**src/rtl/present_bus_pkg.sv**
```systemverilog
// Shared types for the PRESENT-80 bus master: FSM states, register map, bus bundle.
package present_bus_pkg;

  localparam int KEY_W = 80;
  localparam int BLK_W = 64;
  localparam int BUS_W = 32;

  localparam logic [2:0] ADDR_LOAD    = 3'd0;
  localparam logic [2:0] ADDR_KEY_LO  = 3'd1;
  localparam logic [2:0] ADDR_KEY_MID = 3'd2;
  localparam logic [2:0] ADDR_KEY_HI  = 3'd3;
  localparam logic [2:0] ADDR_DAT_LO  = 3'd4;
  localparam logic [2:0] ADDR_DAT_HI  = 3'd5;
  localparam logic [2:0] ADDR_RES_LO  = 3'd6;
  localparam logic [2:0] ADDR_RES_HI  = 3'd7;

  typedef enum logic [3:0] {
    S_IDLE, S_WK3, S_WK2, S_WK1,
    S_WD5, S_WD4, S_LD, S_LCLR,
    S_WAIT, S_RD7, S_RD6, S_CAP,
    S_OUT
  } state_t;

  typedef struct packed {
    logic             cs_n;
    logic             write_n;
    logic             read_n;
    logic [2:0]       addr;
    logic [BUS_W-1:0] dat;
  } bus_t;

  localparam bus_t BUS_IDLE = '{
    cs_n: 1'b1, write_n: 1'b1, read_n: 1'b1,
    addr: 3'd0, dat: '0
  };

  // Select without strobes: the slave drops its load bit on this cycle
  localparam bus_t BUS_CLR = '{
    cs_n: 1'b0, write_n: 1'b1, read_n: 1'b1,
    addr: 3'd0, dat: '0
  };

  function automatic bus_t bus_wr(
    input logic [2:0]       a,
    input logic [BUS_W-1:0] d
  );
    return '{cs_n: 1'b0, write_n: 1'b0, read_n: 1'b1,
             addr: a, dat: d};
  endfunction

  function automatic bus_t bus_rd(input logic [2:0] a);
    return '{cs_n: 1'b0, write_n: 1'b1, read_n: 1'b0,
             addr: a, dat: '0};
  endfunction

endpackage

```
**src/rtl/present_wait_cnt.sv**
```systemverilog
// Clear/enable wait counter; tc flags the last cycle of the compute wait.
module present_wait_cnt #(
  parameter int LATENCY = 34,
  parameter int CNT_W   = 8
) (
  input  logic clk,
  input  logic rst_n,
  input  logic clr,
  input  logic en,
  output logic tc
);

  // LATENCY=0 behaves like 1: the wait still lasts one cycle
  localparam logic [CNT_W-1:0] LAST =
    (LATENCY == 0) ? '0 : CNT_W'(LATENCY - 1);

  logic [CNT_W-1:0] cnt;

  always_ff @(posedge clk or negedge rst_n) begin
    if (!rst_n) begin
      cnt <= '0;
    end else if (clr) begin
      cnt <= '0;
    end else if (en && !tc) begin
      cnt <= cnt + CNT_W'(1);
    end
  end

  assign tc = (cnt == LAST);

endmodule

```
**src/rtl/present_bus_master.sv**
```systemverilog
// Stream-to-register-bus initiator for the PRESENT-80 peripheral.
// Optional PRESENT_BUS_MASTER_DONE_EN adds iDone to end the wait early.
module present_bus_master
  import present_bus_pkg::*;
#(
  parameter int LATENCY = 34,
  parameter int CNT_W   = 8
) (
  input  logic             clk,
  input  logic             iReset_n,
  input  logic             iKey_valid,
  output logic             oKey_ready,
  input  logic [KEY_W-1:0] iKey,
  input  logic             iBlk_valid,
  output logic             oBlk_ready,
  input  logic [BLK_W-1:0] iBlk,
  output logic             oRes_valid,
  input  logic             iRes_ready,
  output logic [BLK_W-1:0] oRes,
  output logic             oChipselect_n,
  output logic             oWrite_n,
  output logic             oRead_n,
  output logic [2:0]       oAddress,
  output logic [BUS_W-1:0] odat,
  input  logic [BUS_W-1:0] idat,
`ifdef PRESENT_BUS_MASTER_DONE_EN
  input  logic             iDone,
`endif
  output logic             oBusy
);

  state_t           state;
  bus_t             bus;
  logic [KEY_W-1:0] key_sh;
  logic             key_dirty;
  logic [BLK_W-1:0] blk;
  logic             tc;
  logic             wait_done;
  logic             key_hs;
  logic             blk_hs;
  logic [KEY_W-1:0] key_nx;

  assign oKey_ready = (state == S_IDLE);
  assign oBlk_ready = (state == S_IDLE);
  assign oBusy      = (state != S_IDLE);
  assign key_hs     = iKey_valid & oKey_ready;
  assign blk_hs     = iBlk_valid & oBlk_ready;
  assign key_nx     = key_hs ? iKey : key_sh;

`ifdef PRESENT_BUS_MASTER_DONE_EN
  assign wait_done = tc | iDone;
`else
  assign wait_done = tc;
`endif

  present_wait_cnt #(
    .LATENCY(LATENCY),
    .CNT_W  (CNT_W)
  ) u_wait_cnt (
    .clk  (clk),
    .rst_n(iReset_n),
    .clr  (state != S_WAIT),
    .en   (state == S_WAIT),
    .tc   (tc)
  );

  // Bus is loaded with the access of the state being entered
  always_ff @(posedge clk or negedge iReset_n) begin
    if (!iReset_n) begin
      state      <= S_IDLE;
      bus        <= BUS_IDLE;
      key_sh     <= '0;
      key_dirty  <= 1'b0;
      blk        <= '0;
      oRes       <= '0;
      oRes_valid <= 1'b0;
    end else begin
      unique case (state)
        S_IDLE: begin
          if (key_hs) begin
            key_sh    <= iKey;
            key_dirty <= 1'b1;
          end
          if (blk_hs) begin
            blk <= iBlk;
            if (key_hs || key_dirty) begin
              state <= S_WK3;
              bus   <= bus_wr(ADDR_KEY_HI, key_nx[79:48]);
            end else begin
              state <= S_WD5;
              bus   <= bus_wr(ADDR_DAT_HI, iBlk[63:32]);
            end
          end
        end
        S_WK3: begin
          state <= S_WK2;
          bus   <= bus_wr(ADDR_KEY_MID, key_sh[47:16]);
        end
        S_WK2: begin
          state <= S_WK1;
          bus   <= bus_wr(ADDR_KEY_LO,
                          {16'h0, key_sh[15:0]});
        end
        S_WK1: begin
          key_dirty <= 1'b0;
          state     <= S_WD5;
          bus       <= bus_wr(ADDR_DAT_HI, blk[63:32]);
        end
        S_WD5: begin
          state <= S_WD4;
          bus   <= bus_wr(ADDR_DAT_LO, blk[31:0]);
        end
        S_WD4: begin
          state <= S_LD;
          bus   <= bus_wr(ADDR_LOAD, 32'd1);
        end
        S_LD: begin
          state <= S_LCLR;
          bus   <= BUS_CLR;
        end
        S_LCLR: begin
          state <= S_WAIT;
          bus   <= BUS_IDLE;
        end
        S_WAIT: begin
          if (wait_done) begin
            state <= S_RD7;
            bus   <= bus_rd(ADDR_RES_HI);
          end
        end
        S_RD7: begin
          state <= S_RD6;
          bus   <= bus_rd(ADDR_RES_LO);
        end
        S_RD6: begin
          oRes[63:32] <= idat;
          state       <= S_CAP;
          bus         <= BUS_IDLE;
        end
        S_CAP: begin
          oRes[31:0] <= idat;
          oRes_valid <= 1'b1;
          state      <= S_OUT;
        end
        S_OUT: begin
          if (iRes_ready) begin
            oRes_valid <= 1'b0;
            state      <= S_IDLE;
          end
        end
        default: begin
          state <= S_IDLE;
          bus   <= BUS_IDLE;
        end
      endcase
    end
  end

  assign oChipselect_n = bus.cs_n;
  assign oWrite_n      = bus.write_n;
  assign oRead_n       = bus.read_n;
  assign oAddress      = bus.addr;
  assign odat          = bus.dat;

endmodule

```
**config.mk**
```make
export PLATFORM = sky130hd
export DESIGN_NAME = present_bus_master
export DESIGN_NICKNAME = d
export VERILOG_FILES = /design/src/rtl/present_bus_pkg.sv /design/src/rtl/present_wait_cnt.sv /design/src/rtl/present_bus_master.sv
export SDC_FILE = /design/constraint.sdc
export NUM_CORES = 1
export LEC_CHECK = 0
export BUFFER_PORTS_ARGS = -buffer_cell sky130_fd_sc_hd__buf_2
export CAP_MARGIN = 20
export CORE_ASPECT_RATIO = 1.4
export CORE_MARGIN = 3
export CORE_UTILIZATION = 39
export DETAILED_ROUTE_END_ITERATION = 8
export HOLD_SLACK_MARGIN = 0.1
export PLACE_DENSITY = 0.62
export SYNTH_ARGS = -nofsm -noshare
export SYNTH_HDL_FRONTEND = slang
export SYNTH_SLANG_ARGS = --single-unit
export TNS_END_PERCENT = 5
```
**constraint.sdc**
```tcl
create_clock -name clk -period 2.1 [get_ports clk]
set_clock_uncertainty 0.15 [all_clocks]
set_input_delay 0.42 -clock clk [delete_from_list [all_inputs] [get_ports clk]]
set_output_delay 0.42 -clock clk [all_outputs]
set_load 0.005 [all_outputs]
```
==> run_summary.xml <==
<?xml version="1.0" encoding="UTF-8"?>
<metrics>
  <group name="sta">
    <metric name="clock.fmax" unit="MHz">429</metric>
    <metric name="maxSlewHeadroom" unit="">0.263</metric>
    <metric name="worstMarginPinSlew" unit="ns">1.08</metric>
    <metric name="post-route-worst-setup-slack" unit="ns">-0.232</metric>
    <metric name="grt_setup_unrepaired" unit="">true</metric>
    <metric name="fin_crit_sh" unit="">1.11</metric>
    <metric name="report.final.setup_viol" unit="">64</metric>
    <metric name="timing_hold_violations_final" unit="">0</metric>
    <metric name="report.final.slew_viol_count" unit="">0</metric>
    <metric name="min_clock_period_post_route" unit="ns">2.33</metric>
  </group>
  <group name="global_route">
    <metric name="grt_pass1_wl" unit="mm">55.2</metric>
    <metric name="global_route_layer_with_the_greatest_usage" unit="">met2</metric>
    <metric name="grt_util_all_layers" unit="">0.227</metric>
    <metric name="gr_util_met3" unit="">0.0465</metric>
    <metric name="initial_antenna_violation_count" unit="">3</metric>
    <metric name="groute.layer.met1.usage" unit="">0.275</metric>
    <metric name="grt_pass1_vias" unit="">10200</metric>
    <metric name="grt_start_max_net_pins" unit="">81</metric>
    <metric name="met2_usage" unit="">0.394</metric>
    <metric name="remaining_global_route_overflow" unit="">0</metric>
  </group>
  <group name="synthesis">
    <metric name="instance_count_of_the_mapped_netlist" unit="">977</metric>
    <metric name="synth_sequential_area_ratio" unit="">0.583</metric>
    <metric name="synth_xor_xnor_area_share" unit="">0.00627</metric>
    <metric name="ys_ff_latch" unit="">260</metric>
    <metric name="synth_async_sr_flop_share" unit="">1.00</metric>
    <metric name="synthesized_area_fraction_occupied_by_ao_oa_aoi_and_oai_cells" unit="">0.0942</metric>
    <metric name="top_count_cell_post_synth" unit="">nand2_1</metric>
    <metric name="yosys-top-cells-count" unit="">nand2_1, dfrtp_1, mux2_2</metric>
    <metric name="synth_top_cell_area_share" unit="">0.576</metric>
    <metric name="synthesis.nets" unit="">1160</metric>
    <metric name="post_synth_main_area_contributors" unit="">dfrtp_1, mux2_2, nand2_1</metric>
    <metric name="synth.mux.area_fraction" unit="">0.145</metric>
    <metric name="ys.warnings.count" unit="">0</metric>
    <metric name="mappedNetlistArea" unit="um^2">11200</metric>
    <metric name="share_of_synthesized_cell_area_in_full_adder_half_adder_and_majority_cells" unit="">0.00224</metric>
    <metric name="postSynth.topFlopCell" unit="">dfrtp_1</metric>
    <metric name="synth_cell_types" unit="">56</metric>
    <metric name="synth_top_family_by_area" unit="">multiplexers</metric>
    <metric name="syn-mean-instance-area" unit="um^2">11.4</metric>
    <metric name="synthSimpleGateAreaFrac" unit="">0.137</metric>
    <metric name="synth-edff-count" unit="">0</metric>
    <metric name="post-synth-top-area-cell" unit="">dfrtp_1</metric>
  </group>
  <group name="power_and_ir_drop">
    <metric name="cellPowerDensity" unit="nW/um^2">1250</metric>
    <metric name="share_comb_of_total_power" unit="">0.381</metric>
    <metric name="p_int" unit="mW">13.9</metric>
    <metric name="clock_power_share" unit="">0.240</metric>
    <metric name="p_total" unit="mW">20.7</metric>
    <metric name="vdd_drop_max" unit="mV">0.870</metric>
    <metric name="power.switching" unit="mW">6.85</metric>
    <metric name="leakagePower" unit="nW">8.24</metric>
    <metric name="switching_share" unit="">0.331</metric>
    <metric name="share_seq_of_total_power" unit="">0.379</metric>
  </group>
  <group name="floorplan">
    <metric name="num_rows" unit="">72</metric>
    <metric name="design.portCount" unit="">287</metric>
    <metric name="die_height" unit="um">206</metric>
    <metric name="die-width" unit="um">149</metric>
    <metric name="floorplan.core_area" unit="um^2">27900</metric>
    <metric name="effective_utilization_at_floorplan" unit="">0.400</metric>
    <metric name="die-area" unit="um^2">30700</metric>
  </group>
  <group name="drt">
    <metric name="wl_per_cell" unit="um">19.3</metric>
    <metric name="drt-pass1-iter-count" unit="">5</metric>
    <metric name="drc" unit="">0</metric>
    <metric name="route.final.wire_length" unit="mm">36.2</metric>
    <metric name="route.vias.total" unit="">9647</metric>
    <metric name="initialDrtViolationCount" unit="">495</metric>
    <metric name="drtAntennaViolNets" unit="">0</metric>
    <metric name="routed_via_density" unit="">5.15</metric>
  </group>
  <group name="clocking">
    <metric name="htreeDepth" unit="">1</metric>
    <metric name="cts.clk_slew.worst_paths" unit="ns">0.06</metric>
    <metric name="cts_made_buffers" unit="">26</metric>
    <metric name="cts_tree" unit="">yes</metric>
    <metric name="clk_root_buffer_cell" unit="">clkbuf_16</metric>
    <metric name="cts_num_sinks" unit="">260</metric>
    <metric name="cts_max_path_buffers" unit="">3</metric>
    <metric name="insertion_delay" unit="ns">0.54</metric>
  </group>
  <group name="outcome">
    <metric name="status" unit="">finished, violations left</metric>
    <metric name="failed_checks" unit="">negative setup slack</metric>
  </group>
  <group name="finish">
    <metric name="finalNetCount" unit="">1666</metric>
    <metric name="layout-drive-gt1-share" unit="">0.400</metric>
    <metric name="flow.area_growth_from_synthesis" unit="%">48.9</metric>
  </group>
  <group name="hold_path">
    <metric name="hp-class" unit="">primary input to register</metric>
  </group>
  <group name="worst_setup_path">
    <metric name="worst_setup_path_start_kind" unit="">register</metric>
    <metric name="critical_path.endpoint_type" unit="">output port</metric>
    <metric name="critical_path_required" unit="ns">1.53</metric>
    <metric name="critPathMaxFanout" unit="">3</metric>
    <metric name="setup.worst_path.class" unit="">register to output port</metric>
    <metric name="worstPathArrival" unit="ns">1.76</metric>
  </group>
  <group name="placed_design">
    <metric name="place.gp.congestion" unit="">0.837</metric>
    <metric name="place_worst_setup_slack" unit="ns">-0.0771</metric>
    <metric name="placement.io_buffers" unit="">286</metric>
    <metric name="post_dp_hpwl" unit="mm">23.5</metric>
  </group>
  <group name="run">
    <metric name="max_capacitance_violation_count" unit="">0</metric>
  </group>
</metrics>
-- registers in the layout, summed over array words and instances, names as in the netlist, 3 cells and up --
register and cells:
blk 64, key_sh 80, oAddress 3, oRes 64
odat 32, state 4, u_wait_cnt.cnt 8
-- cells by family after synthesis --
kind of cell / after synthesis
muxes: 144
and+or+nand+nor: 364
AOI/OAI and AO/OA: 127
DFF: 260
adders and majority gates: 2
buffers and inverters: 72
xor gates and xnor gates: 8
-- routing by layer --
metal | routed length, um | part of all wire
met1 | 14000 | 0.39
met2 | 17900 | 0.49
met4 | 1420 | 0.039
met5 | 30 | 0.00083
met3 | 2780 | 0.077
-- timing repair --
item | 4_1_cts | 5_1_grt
endpoints found under the setup margin | 49 | 166
setup buffers | 8 | 3
pin swaps | 6 | 19
hold endpoints to repair | 494 | 0
gates resized for setup | 24 | 48
cloned | 0 | 4
hold buffers | 178 | 0
-- cells in the final DEF, fill, tap and decap left out, types with 5 or more instances in the layout --
master / synthesis / layout
a21oi_1: 8 / 8
a222oi_1: 16 / 16
a22o_1: 36 / 36
a22oi_1: 31 / 24
a22oi_2: 0 / 7
a2bb2oi_1: 12 / 12
buf_12: 0 / 20
buf_2: 24 / 282
buf_4: 9 / 46
buf_6: 4 / 10
clkbuf_1: 21 / 5
clkbuf_16: 0 / 30
dfrtp_1: 257 / 257
dlygate4sd3_1: 0 / 178
inv_1: 6 / 6
mux2_1: 10 / 6
mux2_2: 133 / 132
mux2_4: 0 / 5
nand2_1: 281 / 262
nand2_2: 1 / 18
nand3_1: 21 / 16
nand3_2: 0 / 5
nand4_1: 16 / 16
nor2_1: 20 / 20
-- worst paths after layout --
| kind | start | endpoint | slack (ns) | cells after the start |
|---|---|---|---|---|
| worst min register to register | oWrite_n$_DFFE_PN1P_ | oWrite_n$_DFFE_PN1P_ | 0.31 | 2 |
| min in group asynchronous | iReset_n | blk[20]$_DFFE_PN0P_ | 0.22 | 2 |
| worst max register to register | state[1]$_DFFE_PN0P_ | odat[0]$_DFFE_PN0P_ | -0.19 | 8 |
| worst max-delay path | state[1]$_DFFE_PN0P_ | oBusy | -0.23 | 3 |
| worst min-delay path | iBlk_valid | blk[32]$_DFFE_PN0P_ | 0.20 | 3 |
| max in group asynchronous | iReset_n | oRead_n$_DFFE_PN1P_ | 0.89 | 3 |
-- stage by stage --
step	setup TNS, ns	hold slack (ns)	util	area [um^2]	std cells
floorplan	0	-0.0256	-	11200	977
global placement	-0.850	0.211	0.482	13500	1632
detailed placement	-2.07	0.210	0.482	13500	1632
CTS	-2.51	0.176	0.585	16300	1866
global route	-10.57	0.212	0.596	16600	1873
finish	-4.85	0.199	0.596	16600	1874
-- final cells by class --
type                    instances  area, um^2
diodes                          1        2.50
flip-flops and latches        260        6510
fillers                      2237       11300
clock inverters                13         199
multi-input cells             645        4520
inverters                       8        35.0
well taps                     370         463
repair buffers                542        4180
clock buffers                  35         724
-- power groups by stage --
stage / Clock (mW) / Sequential [mW] / Combinational [mW]
3_3_place_gp: 0 / 7.83 / 6.92
4_1_cts: 5.06 / 7.81 / 7.56
5_1_grt: 5.27 / 8.05 / 8.64
3_5_place_dp: 0 / 7.88 / 7.03
2_1_floorplan: 0 / 7.68 / 4.22
6_report: 4.97 / 7.85 / 7.90
-- critical path, cell delays in order, from the launching register on --
cell	delay, ns
dfrtp_1	0.39
or4_4	0.56
buf_6	0.15
buf_6	0.12
Power figures use the tool's default switching activity.
